==> src/rtl/mem_bus_arbiter.sv <==
// Rotating-priority arbiter sharing one synchronous memory port among bus masters.
// One access per grant; a locked master may chain up to MAX_HOLD back-to-back accesses.
module mem_bus_arbiter #(
    parameter int unsigned REQUESTERS = 2,
    parameter int unsigned ADDR_WIDTH = 12,
    parameter int unsigned DATA_WIDTH = 8,
    parameter int unsigned MAX_HOLD   = 4
) (
    input  logic                             clock,
    input  logic                             resetN,
    input  logic [REQUESTERS-1:0]            req,
    input  logic [REQUESTERS-1:0]            lock,
    input  logic [REQUESTERS-1:0]            reqWrite,
    input  logic [REQUESTERS*ADDR_WIDTH-1:0] reqAddr,
    input  logic [REQUESTERS*DATA_WIDTH-1:0] reqWdata,
    output logic [REQUESTERS-1:0]            grant,
    output logic [REQUESTERS-1:0]            ack,
    output logic [DATA_WIDTH-1:0]            rdata,
    output logic                             busy,
    output logic                             memValid,
    output logic                             memWrite,
    output logic [ADDR_WIDTH-1:0]            memAddr,
    output logic [DATA_WIDTH-1:0]            memWdata,
    input  logic [DATA_WIDTH-1:0]            memRdata
);

    localparam int unsigned PW = (REQUESTERS > 1) ? $clog2(REQUESTERS) : 1;
    localparam int unsigned HW = $clog2(MAX_HOLD + 1);

    localparam logic [1:0] IDLE  = 2'd0;
    localparam logic [1:0] ISSUE = 2'd1;
    localparam logic [1:0] DONE  = 2'd2;

    logic [1:0]            state_q, state_n;
    logic [PW-1:0]         last_idx, last_n;
    logic [HW-1:0]         hold_q, hold_n;
    logic [REQUESTERS-1:0] grant_n, ack_n;
    logic [DATA_WIDTH-1:0] rdata_n, mem_wdata_n;
    logic [ADDR_WIDTH-1:0] mem_addr_n;
    logic                  mem_valid_n, mem_write_n;
    logic [PW-1:0]         win, cand;

    logic [ADDR_WIDTH-1:0] addr_arr  [REQUESTERS];
    logic [DATA_WIDTH-1:0] wdata_arr [REQUESTERS];

    for (genvar g = 0; g < int'(REQUESTERS); g++) begin : g_unpack
        assign addr_arr[g]  = reqAddr[g*ADDR_WIDTH +: ADDR_WIDTH];
        assign wdata_arr[g] = reqWdata[g*DATA_WIDTH +: DATA_WIDTH];
    end

    // Scan from the farthest offset down so the nearest requester after last_idx wins.
    always_comb begin
        win  = last_idx;
        cand = '0;
        for (int k = int'(REQUESTERS); k >= 1; k--) begin
            cand = PW'((int'(last_idx) + k) % int'(REQUESTERS));
            if (req[cand]) begin
                win = cand;
            end
        end
    end

    always_comb begin
        state_n     = state_q;
        last_n      = last_idx;
        hold_n      = hold_q;
        grant_n     = grant;
        ack_n       = '0;
        rdata_n     = rdata;
        mem_valid_n = 1'b0;
        mem_write_n = memWrite;
        mem_addr_n  = memAddr;
        mem_wdata_n = memWdata;
        case (state_q)
            IDLE: begin
                if (|req) begin
                    grant_n     = REQUESTERS'(1) << win;
                    mem_addr_n  = addr_arr[win];
                    mem_wdata_n = wdata_arr[win];
                    mem_write_n = reqWrite[win];
                    mem_valid_n = 1'b1;
                    last_n      = win;
                    hold_n      = HW'(1);
                    state_n     = ISSUE;
                end
            end
            ISSUE: begin
                mem_write_n = 1'b0;
                ack_n       = REQUESTERS'(1) << last_idx;
                if (!memWrite) begin
                    rdata_n = memRdata;
                end
                state_n = DONE;
            end
            DONE: begin
                // Locked owner reissues with freshly sampled request fields until the hold budget runs out.
                if (lock[last_idx] && req[last_idx] && (hold_q < HW'(MAX_HOLD))) begin
                    mem_addr_n  = addr_arr[last_idx];
                    mem_wdata_n = wdata_arr[last_idx];
                    mem_write_n = reqWrite[last_idx];
                    mem_valid_n = 1'b1;
                    hold_n      = hold_q + HW'(1);
                    state_n     = ISSUE;
                end else begin
                    grant_n = '0;
                    state_n = IDLE;
                end
            end
            default: begin
                grant_n     = '0;
                mem_write_n = 1'b0;
                state_n     = IDLE;
            end
        endcase
    end

    always_ff @(posedge clock or negedge resetN) begin
        if (!resetN) begin
            state_q  <= IDLE;
            last_idx <= PW'(REQUESTERS - 1);
            hold_q   <= '0;
            grant    <= '0;
            ack      <= '0;
            rdata    <= '0;
            busy     <= 1'b0;
            memValid <= 1'b0;
            memWrite <= 1'b0;
            memAddr  <= '0;
            memWdata <= '0;
        end else begin
            state_q  <= state_n;
            last_idx <= last_n;
            hold_q   <= hold_n;
            grant    <= grant_n;
            ack      <= ack_n;
            rdata    <= rdata_n;
            busy     <= (state_n != IDLE);
            memValid <= mem_valid_n;
            memWrite <= mem_write_n;
            memAddr  <= mem_addr_n;
            memWdata <= mem_wdata_n;
        end
    end

endmodule

==> config.mk <==
export PLATFORM = sky130hd
export DESIGN_NAME = mem_bus_arbiter
export DESIGN_NICKNAME = d
export VERILOG_FILES = /design/src/rtl/mem_bus_arbiter.sv
export SDC_FILE = /design/constraint.sdc
export NUM_CORES = 1
export LEC_CHECK = 0
export CAP_MARGIN = 20
export CORE_UTILIZATION = 39
export DETAILED_ROUTE_END_ITERATION = 8
export PLACE_DENSITY = 0.8
export SETUP_SLACK_MARGIN = 0.05
export SLEW_MARGIN = 20
export SYNTH_ARGS = -nofsm -noshare
export SYNTH_HDL_FRONTEND = slang
export SYNTH_SLANG_ARGS = --single-unit
==> constraint.sdc <==
create_clock -name clock -period 2 [get_ports clock]
set_input_delay 0.4 -clock clock [delete_from_list [all_inputs] [get_ports clock]]
set_output_delay 0.4 -clock clock [all_outputs]
set_load 0.05 [all_outputs]
==> flow_summary.toml <==
[sta]
slew_violations = 0
relSlewSlack = 0.6416
finalWorstSetupSlack_ns = 0.1049
finalCritPeriodShare = 0.9476
finalSetupViolCount = 0
rsz0062_at_grt = "false"
worstMarginPinSlew_ns = 0.5375
hold_viol = 0
finClkSkew_ns = 0.007142
fmax_ghz = 0.5277
period_needed_ns = 1.895

[worst_setup_path]
cp_top_family = "buffers and inverters"
rr_worst_depth = 5
start_kind = "register"
rr_endpoint = "memAddr[0]"
crit_path_start = "memWrite"
path_buf_inv = 1
cp.required_ns = 1.60
crit_chain = "clkdlybuf4s50_1"
path_max_fanout = 3
crit-reg2reg-launch = "last_idx"
crit_path_end_kind = "output port"
slowest_delay_ns = 0.82
cp-endpoint = "memWrite"
reg2reg_slack_ns = 0.27
cp.arrival_ns = 1.50
cpMaxStageDelayCell = "clkdlybuf4s50_1"
critical_path_class = "reg2out"
crit_cells = 1

[routing]
ant_nets = 0
num_vias = 1943
first_iter_violations = 121
wl_um = 5344
viasPerCell = 5.323
first_pass_iters = 4
wl_per_cell_um = 14.64
drcViolationCount = 0

[power]
ir_worst_vdd_mv = 0.9651
p_leak_nw = 1.250
p_total_mw = 5.672
power_density_mw_per_mm2 = 1817

[placement]
place.detailed.hpwl_um = 3914
io_buffers = 90
dpl.cell_count = 357
placed_cell_area_mm2 = 0.003042
routabilityCongestion = 0.7639
post-place-ws_ns = -0.0007889

[cells_and_area]
drive_gt1_frac = 0.1242
syn2layout_area_growth_pct = 54.58
n_antenna_cell = 0
stdcell_area_mm2 = 0.003122
utilization = 0.6439
n_fill_cell = 419
regArea_mm2 = 0.001027
multi_input_area_um2 = 873.3
fin_nets = 354
final_cells = 365

[hold_path]
hold_class = "in2async"

[die]
num_io_pins = 91
die_area_mm2 = 0.005470
die-height_um = 73.96
start_util = 0.4165
die_x_um = 73.96
core-area_mm2 = 0.004848
placement_rows = 25

[grt]
grt_usage = 0.2019
grt_max_degree = 42
grt_overflow_total = 0
grt_first_pass_wirelength_um = 8638
antenna_found_initial = 0
grt_pass1_vias = 1895

[cts]
cts_root_buffer = "clkbuf_8"
cts_setup_buffers = 0
htree_levels = 2
cts.sinks = 41
cts_resized = 0
clk_path_buf_depth = 2
cts_tree = "yes"
hold_buffers = 0
clk_pin_slew_ns = 0.07
cts_buffers = 5
clock_latency_ns = 0.28

[synth]
synth_most_common_cell = "dfrtp_1"
synth-edff-count = 0
avgSynthCellArea_um2 = 9.899
synth_area_mm2 = 0.002019
async_reset_ff_frac = 1.000
yosysWarnings = 0
syn_nets = 261
synthDistinctLibCells = 37
seq_area_frac_synth = 0.5087
yosysTopAreaCellShare = 0.4957
ys_ff_latch = 41
synth_top_flop_cell = "dfrtp_1"
yosys.area.top_type = "dfrtp_1"
ys_top_cells_by_count = "40 x dfrtp_1, 24 x o21ai_0, 22 x a31oi_1, 22 x nand3_1, 22 x nor3_1"
netlist_instances = 204
synth.area.top_cells = "dfrtp_1 50%, a31oi_1 6.8%, o21ai_0 5.9%, nand3_1 5.5%, nor3_1 5.5%"

[flow_run]
maxCapViolations = 0

[run_status]
status = "finished, final reports clean"
-- cell usage in the layout, fill, tap and decap left out --
master | netlist | layout
nand2b_1 | 3 | 3
and2_1 | 1 | 1
clkdlybuf4s50_1 | 0 | 89
o22a_1 | 1 | 1
nor3b_1 | 1 | 1
a31oi_1 | 22 | 22
buf_2 | 1 | 1
or2_2 | 1 | 1
a21o_1 | 2 | 2
nand2b_4 | 1 | 1
and3_1 | 1 | 1
o21ai_0 | 24 | 24
nor3_2 | 1 | 1
nand3_1 | 22 | 22
o221a_1 | 1 | 1
ha_1 | 1 | 1
inv_1 | 2 | 2
nor2_2 | 1 | 1
a211oi_4 | 1 | 1
nor2_1 | 8 | 8
nand3b_4 | 1 | 1
dfrtp_1 | 40 | 40
buf_4 | 7 | 12
a22oi_1 | 1 | 1
a2111oi_1 | 1 | 1
a311oi_1 | 1 | 1
clkbuf_8 | 0 | 5
nor3_1 | 22 | 22
inv_2 | 1 | 1
clkbuf_1 | 9 | 3
or2_1 | 1 | 1
a211oi_1 | 2 | 2
nand2_1 | 4 | 4
dfstp_2 | 1 | 1
buf_12 | 0 | 3
a21oi_1 | 6 | 6
mux2_2 | 8 | 8
mux2i_1 | 2 | 2
-- report_power, final --
| part | switching, mW | internal [mW] |
|---|---|---|
| Combinational | 2.22 | 1.39 |
| Clock | 0.258 | 0.248 |
| Sequential | 0.310 | 1.25 |
-- final cells by class --
cell class                 instances  share of cell area
timing repair buffer             105              0.3351
sequential                        41              0.3291
multi-input combinational        141              0.2798
tap                               67             0.02685
clock buffer                       8             0.02565
inverter                           3            0.003607
-- worst min path at each step --
stage | end | startpoint | cells after the start | slack, ns
finish | grant[0] | resetN | 2 | 0.17
detailed placement | grant[0] | resetN | 2 | 0.49
global route | grant[0] | resetN | 2 | 0.21
global placement | busy | resetN | 2 | 0.49
floorplan | ack[0] | resetN | 0 | 0.10
CTS | grant[0] | resetN | 2 | 0.18
-- worst reg2reg max path, delay by kind of cell (launching register included) --
kind	cells	cell delay, ns
flops	1	0.68
buf+inv	1	0.16
simple gates	2	0.40
compound gates	2	0.38
-- sequential cells by signal, indices dropped and copies added (netlist names) --
signal    flops
rdata         8
ack           2
grant         2
memValid      1
memAddr      12
last_idx      1
state_q       2
busy          1
hold_q        3
memWdata      8
memWrite      1
-- stage by stage --
step,hold slack [ns],setup TNS (ns)
after detailed placement,0.4891,-0.0009552
after global routing,0.2139,0
final,0.1688,0
after CTS,0.1841,0
after global placement,0.4878,0
after floorplan,0.1044,0
-- metal layers --
| metal | GRT usage | vias to the layer above | wire, µm |
|---|---|---|---|
| li1 | - | 932 | - |
| met1 | 0.2487 | 927 | 2210 |
| met2 | 0.3495 | 78 | 2774 |
| met3 | 0.04878 | 6 | 317 |
| met4 | 0.06197 | 0 | 41 |
| met5 | 0 | - | 0 |
-- kinds of logic after synthesis --
family | Yosys count | synth area share
AO/OA/AOI/OAI | 62 | 0.1902
flip-flops | 41 | 0.5087
multiplexers | 10 | 0.05453
adder cells (fa/ha/maj) | 1 | 0.006195
AND/OR/NAND/NOR | 68 | 0.1816
buffers and inverters | 22 | 0.05885
Power figures use the tool's default switching activity.
